File: src/rtl/button_debouncer.sv
`default_nettype none
// ============================================================================
// Module      : button_debouncer
// Description : Conditions a raw bouncing push-button pad into a debounced
//               pressed level, single-cycle press / release / long-press
//               events and an 8-bit wrapping press counter.
// Revision    : 1.0 - initial release
// ============================================================================
module button_debouncer #(
    parameter int CLOCK_FREQUENCY = 12_000_000,
    parameter int DEBOUNCE_MS     = 10,
    parameter int LONGPRESS_MS    = 1000,
    parameter bit ACTIVE_LOW      = 1'b1
) (
    input  logic       refclk,
    input  logic       reset,
    input  logic       i_btn,
    output logic       o_level,
    output logic       o_press,
    output logic       o_release,
    output logic       o_long,
    output logic [7:0] o_count
);

    localparam int c_DB_TICKS = CLOCK_FREQUENCY / 1000 * DEBOUNCE_MS;
    localparam int c_LP_TICKS = CLOCK_FREQUENCY / 1000 * LONGPRESS_MS;
    localparam int c_DB_W     = (c_DB_TICKS > 1) ? $clog2(c_DB_TICKS) : 1;
    localparam int c_LP_W     = (c_LP_TICKS > 1) ? $clog2(c_LP_TICKS) : 1;

    localparam logic [c_DB_W-1:0] c_DB_LAST = c_DB_W'(c_DB_TICKS - 1);
    localparam logic [c_LP_W-1:0] c_LP_LAST = c_LP_W'(c_LP_TICKS - 1);

    // Pad level seen while the button is released
    localparam logic c_IDLE_PAD = ACTIVE_LOW ? 1'b1 : 1'b0;

    // Reject timing parameters that cannot form a meaningful debounce/hold
    if ((c_DB_TICKS < 2) || (c_LP_TICKS <= c_DB_TICKS)) begin : g_bad_params
        $error("button_debouncer: need DB_TICKS >= 2 and LP_TICKS > DB_TICKS");
    end

    typedef enum logic [2:0] {
        S_IDLE       = 3'd0,
        S_DB_PRESS   = 3'd1,
        S_PRESSED    = 3'd2,
        S_LONG_HELD  = 3'd3,
        S_DB_RELEASE = 3'd4
    } state_t;

    state_t              r_state;
    logic                r_ret_long;   // state to resume after a rejected release bounce
    logic [c_DB_W-1:0]   r_db_cnt;
    logic [c_LP_W-1:0]   r_hold_cnt;
    logic                r_sync1;
    logic                r_sync2;
    logic                w_p;

    // Two-flop synchronizer for the asynchronous pad
    always_ff @(posedge refclk) begin
        if (reset) begin
            r_sync1 <= c_IDLE_PAD;
            r_sync2 <= c_IDLE_PAD;
        end else begin
            r_sync1 <= i_btn;
            r_sync2 <= r_sync1;
        end
    end

    // Pressed = 1 regardless of pad polarity
    assign w_p = ACTIVE_LOW ? ~r_sync2 : r_sync2;

    // Debounce / hold state machine with registered event outputs
    always_ff @(posedge refclk) begin
        if (reset) begin
            r_state    <= S_IDLE;
            r_ret_long <= 1'b0;
            r_db_cnt   <= '0;
            r_hold_cnt <= '0;
            o_level    <= 1'b0;
            o_press    <= 1'b0;
            o_release  <= 1'b0;
            o_long     <= 1'b0;
            o_count    <= 8'd0;
        end else begin
            o_press   <= 1'b0;
            o_release <= 1'b0;
            o_long    <= 1'b0;
            case (r_state)
                S_IDLE: begin
                    if (w_p) begin
                        r_state  <= S_DB_PRESS;
                        r_db_cnt <= '0;
                    end
                end
                S_DB_PRESS: begin
                    if (!w_p) begin
                        r_state <= S_IDLE;
                    end else if (r_db_cnt == c_DB_LAST) begin
                        r_state    <= S_PRESSED;
                        o_level    <= 1'b1;
                        o_press    <= 1'b1;
                        o_count    <= o_count + 8'd1;
                        r_hold_cnt <= '0;
                    end else begin
                        r_db_cnt <= r_db_cnt + 1'b1;
                    end
                end
                S_PRESSED: begin
                    // A release takes priority over reaching the hold terminal count
                    if (!w_p) begin
                        r_state    <= S_DB_RELEASE;
                        r_db_cnt   <= '0;
                        r_ret_long <= 1'b0;
                    end else if (r_hold_cnt == c_LP_LAST) begin
                        r_state <= S_LONG_HELD;
                        o_long  <= 1'b1;
                    end else begin
                        r_hold_cnt <= r_hold_cnt + 1'b1;
                    end
                end
                S_LONG_HELD: begin
                    if (!w_p) begin
                        r_state    <= S_DB_RELEASE;
                        r_db_cnt   <= '0;
                        r_ret_long <= 1'b1;
                    end
                end
                S_DB_RELEASE: begin
                    // hold_cnt is left untouched so a rejected bounce resumes timing
                    if (w_p) begin
                        r_state <= r_ret_long ? S_LONG_HELD : S_PRESSED;
                    end else if (r_db_cnt == c_DB_LAST) begin
                        r_state   <= S_IDLE;
                        o_level   <= 1'b0;
                        o_release <= 1'b1;
                    end else begin
                        r_db_cnt <= r_db_cnt + 1'b1;
                    end
                end
                default: begin
                    r_state <= S_IDLE;
                end
            endcase
        end
    end

endmodule
`default_nettype wire

File: config.mk
export PLATFORM = sky130hd
export DESIGN_NAME = button_debouncer
export DESIGN_NICKNAME = d
export VERILOG_FILES = /design/src/rtl/button_debouncer.sv
export SDC_FILE = /design/constraint.sdc
export NUM_CORES = 1
export LEC_CHECK = 0
export BUFFER_PORTS_ARGS = -buffer_cell sky130_fd_sc_hd__buf_2
export CORE_ASPECT_RATIO = 1.2
export CORE_MARGIN = 1.5
export CORE_UTILIZATION = 50
export CTS_CLUSTER_SIZE = 20
export DETAILED_ROUTE_END_ITERATION = 7
export PLACE_DENSITY = 0.7
export SLEW_MARGIN = 10
export SYNTH_ARGS = -nofsm -noshare
export SYNTH_HDL_FRONTEND = slang
export SYNTH_SLANG_ARGS = --single-unit
export TNS_END_PERCENT = 5
File: constraint.sdc
create_clock -name refclk -period 1.9 [get_ports refclk]
set_input_delay 0.38 -clock refclk [delete_from_list [all_inputs] [get_ports refclk]]
set_output_delay 0.38 -clock refclk [all_outputs]
set_load 0.05 [all_outputs]
## After elaboration in Yosys (flattened, before gate mapping)

Index checks and enable logic that the tools add are counted.

- Register bits after elaboration: 59
- Output and inout port bits: 12
- Word-level logic and storage cells: 83

- Add/subtract/negate cells: 3
- Equality and inequality tests: 19
- Mux-type cells: 31
- Bitwise logic cells: 4
- Reductions and logical operators: 15

Operators with widths:

| kind | count |
|---|---|
| 24-bit two-way mux | 4 |
| 17-bit two-way mux | 5 |
| 17-bit one-hot mux with 4 select lines | 1 |
| 24-bit one-hot mux with 2 select lines | 1 |
| 24-bit by 1-bit adder with 24-bit output (second input constant) | 1 |
| 24-bit equality test (second input constant) | 1 |
| 3-bit two-way mux | 8 |
| 5-bit AND reduction | 4 |
| 2-bit inequality test (second input constant) | 9 |
| 17-bit by 1-bit adder with 17-bit output (second input constant) | 1 |
| 17-bit equality test (second input constant) | 1 |
| 3-bit one-hot mux with 5 select lines | 1 |
| 1-bit two-way mux | 9 |
| 3-bit inequality test (second input constant) | 3 |
| 3-bit OR reduction | 3 |
| 8-bit by 1-bit adder with 8-bit output (second input constant) | 1 |
| 3-bit by 2-bit equality test with 1-bit output (second input constant) | 2 |
| 3-bit AND reduction | 2 |
| 2-bit nonzero test | 3 |
| 1-bit inverter | 4 |
| 1-bit one-hot mux with 2 select lines | 2 |
| 4-bit nonzero test | 1 |
| 3-bit by 1-bit equality test with 1-bit output (second input constant) | 1 |
| 3-bit equality test (second input constant) | 1 |
| other kinds (3) | 3 |

## Depth between registers and ports, before layout

- Depth in word-level cells: 4
- Gate-level depth with buffers: 8

## Worst setup path after synthesis

OpenSTA, ideal clock, no wires.

- Path type: reg-to-reg
- Start point: register r_db_cnt[0]
- End point: register o_count[7]
- Library setup time: 0.123 ns
- Arrival time: 1.929 ns
- Data required time: 1.777 ns
- Slack: -0.153 ns
- Cell stages (with the launch flop): 8
- Cell sequence: dfxtp_1 ha_1 nand4bb_1 or4_1 buf_2 nor3_2 and3_1 mux2_1

- Longest elaborated chain between the ends: 2

Ends and longest elaborated chain:

| item | line | text |
|---|---|---|
| start: declaration | 51 | `logic [c_DB_W-1:0] r_db_cnt;` |
| start signal: assignment | 104 | `r_db_cnt <= r_db_cnt + 1'b1;` |
| start signal: assignment | 136 | `r_db_cnt <= r_db_cnt + 1'b1;` |
| 17-bit equality test | 97 | `end else if (r_db_cnt == c_DB_LAST) begin` |
| 3-bit AND reduction (no line) | n/a |  |
| end signal: assignment | 101 | `o_count <= o_count + 8'd1;` |
| end: declaration | 22 | `output logic [7:0] o_count` |

Every way passes these cells.
A chain may end at the register's enable or synchronous reset.

## Worst setup path after layout

- Start point: register r_state[0]
- End point: register o_count[7]

- Longest elaborated chain between the ends: 2

Ends and longest elaborated chain:

| item | line | text |
|---|---|---|
| start: declaration | 49 | `state_t r_state;` |
| start signal: assignment | 130 | `r_state <= r_ret_long ? S_LONG_HELD : S_PRESSED;` |
| 3-bit by 1-bit equality test with 1-bit output | 87 | `case (r_state)` |
| 3-bit AND reduction (no line) | n/a |  |

Every way passes these cells.

==> out/qor.csv <==
stage,metric,value,unit
synthesis,ys.flop_type,dfxtp_1,
synthesis,synthCells,383,
timing,fin_ws,-0.0638,ns
final_layout,final_cell_mix,"66 x buf_4, 52 x dfxtp_1, 22 x nor2_1, 21 x nand2_1",
pwr,p_total,0.00267,W
synthesis,synth-warning-count,0,
synthesis,yosysUniqueCellTypes,63,
drt,drc,0,
setup_path,cp_slowest_cell,or3b_1,
synthesis,synth.area.top_cells,"dfxtp_1 37%, a21oi_1 3.1%, and3_1 3.1%",
setup_path,timing.critical_path.buf_inv,0,
drt,drt-total-wl,9010,um
timing,worst_hold_slack,0.233,ns
die,num_rows,31,
synthesis,synth_edf_count,0,
timing,timing_hold_violations_final,0,
setup_path,arrival,2.19,ns
pwr,vdd_drop_max,0.406,mV
timing,slew_headroom,75.0,%
clock_network,clk_pin_slew,0.07,ns
run_status,failed_checks,negative setup slack,
synthesis,async_reset_ff_share,0,%
timing,period_minus_slack,1.96,ns
pwr,powerDensity,624,nW/um2
setup_path,critPathCaptureType,flip-flop,
clock_network,clkLatencyLatePin,0.34,ns
timing,max_freq,0.509,GHz
placement,gp_congestion,0.865,
final_layout,areaGrowthSynthToFinish,34.4,%
grt,first_global_vias,3275,
drt,dr.pass1.iters,6,
synthesis,avgSynthCellArea,8.33,um2
clock_network,cts_hold_buf,0,
clock_network,cts_buffer_depth,2,
pwr,p_leak,1.61,nW
die,coreArea,6090,um2
setup_path,critPathTopFamily,simple AND/OR/NAND/NOR gates,
clock_network,clock-sinks,59,
timing,drv_slew,0,
timing,rsz0062_at_grt,yes,
setup_path,cp.required,2.12,ns
setup_path,crit_type,reg2reg,
timing,clock_skew,0.0102,ns
synthesis,yosys_register_bits,59,
grt,grt_max_degree,17,
worst_hold_path,hp-class,in2reg,
drt,num_vias,3355,
die,initial_core_util,52.4,%
setup_path,crit_path_max_fanout,5,
drt,drt-initial-drc-count,231,
timing,totalNegativeSetupSlack,-0.0855,ns
drt,wire_per_inst,16.4,um
synthesis,seq_area_frac_synth,37.0,%
run_status,outcome,"complete, but fails checks",
clock_network,cts_root_buf,clkbuf_8,
synthesis,syn-num-nets,389,
placement,io_buffer_count,14,
clock_network,htree_levels,3,
final_layout,layout_commonest_cell,buf_4,
setup_path,path_cells,or3b_1 > or3_4 > nor3_4 > and3_1 > mux2_1,
setup_path,slowest_delay,0.42,ns
setup_path,critical_path.startpoint_type,flip-flop,
synthesis,synth_top_cell_by_area,dfxtp_1,
drt,antenna_left,0,
timing,worst_pin_slew,0.372,ns
synthesis,netlist.area_leader.share,37.0,%
final_layout,final_net_count,467,
grt,grt.total_usage,26.8,%
final_layout,diodes,0,
clock_network,cts_tree,built,
drt,via_per_inst,6.12,
timing,setup_viol,3,
die,die_y,90.5,um
grt,antenna_found_initial,0,
clock_network,cts_inserted_buffers,9,
die,die_area,6870,um2
timing,finalCritPeriodShare,103,%
grt,grt_overflow,0,
flow_run,drv_cap,0,
die,ioPinCount,15,
synthesis,syn-cell-area,3190,um2
final_layout,drive_gt1_share,32.6,%
placement,dp_hpwl,6010,um
die,die_w,75.9,um
grt,grt_pass1_wl,14900,um
==> layout make-up <==
cell class	instances	area [um2]
multi-input combinational	291	2050
fill	501	1800
sequential	59	1190
timing repair buffer	89	676
clock buffer	12	155
tap	82	103
clock inverter	4	72.6
inverter	11	41.3
==> synth_stat cells, types with 2 or more instances <==
cell type	number
a211o_1	2
a211oi_1	3
a21boi_0	2
a21o_1	2
a21oi_1	20
a2bb2oi_1	3
a31oi_1	11
a41oi_1	5
and2_1	6
and3_1	16
and4_1	4
buf_2	6
clkbuf_1	15
dfxtp_1	59
ha_1	3
inv_1	11
mux2_1	2
nand2_1	22
nand2b_1	3
nand3_1	18
nand3b_1	3
nand4_1	13
nand4bb_1	3
nor2_1	22
nor2b_1	5
nor3_1	18
nor4_1	5
nor4b_1	4
o211ai_1	6
o21a_1	6
o21ai_0	18
o21ai_1	2
o22a_1	5
o31ai_1	4
o41ai_1	2
or2_2	7
or3_1	11
or4_1	4
xnor2_1	6
xor2_1	3
==> what timing repair did <==
item                       4_1_cts  5_1_grt
pin swaps                        6       15
buffers inserted                 2        5
setup endpoints to repair       25       45
resized for setup               17       30
==> flip-flops by register name (all words and copies together), names as in the netlist, 3 cells and up <==
name        cells
o_count         8
r_state         3
r_db_cnt       17
r_hold_cnt     24
==> power breakdown <==
part | internal (W) | switching, W | total, W
combinational | 0.0000481 | 0.0000598 | 0.000108
sequential | 0.00124 | 0.00000503 | 0.00125
clock | 0.000809 | 0.000510 | 0.00132
==> metal layers <==
layer	wire length (um)	global-route usage [%]	vias to the layer above
met2	4640	47.7	118
met5	0	0	-
met1	3610	29.6	1595
li1	-	-	1610
met3	446	5.45	32
met4	318	15.0	0
==> final timing paths <==
kind | startpoint | endpoint | slack [ns] | depth (start not counted)
worst max-delay path | r_state[0]$_SDFFE_PP0P_ | o_count[7]$_SDFFE_PP0P_ | -0.06 | 5
worst min-delay path | i_btn | r_sync1$_SDFF_PP1_ | 0.23 | 2
worst max register to register | r_state[0]$_SDFFE_PP0P_ | o_count[7]$_SDFFE_PP0P_ | -0.06 | 5
worst min register to register | r_sync1$_SDFF_PP1_ | r_sync2$_SDFF_PP1_ | 0.40 | 1
==> cells by family (layout without fill, tap and decap cells) <==
group                    count (synthesis)  after routing  synth area share, %
AND/OR/NAND/NOR                        175            175                 32.2
adder cells (fa/ha/maj)                  3              3                 1.18
AO/OA/AOI/OAI                          101            101                 22.0
flip-flops                              59             59                 37.0
multiplexers                             3              3                 1.02
XOR/XNOR                                 9              9                 2.47
buffers and inverters                   33            116                 4.12
==> through the flow <==
step	util [%]	cell area (um2)	setup slack, ns	std cells
6_report	70.4	4290	-0.0638	548
5_1_grt	70.4	4290	-0.148	548
4_1_cts	68.1	4140	-0.0219	545
3_5_place_dp	63.1	3840	-0.164	527
3_3_place_gp	63.1	3840	-0.0662	527
2_1_floorplan	-	3220	-0.0617	383
(Power assumes the default switching activity.)
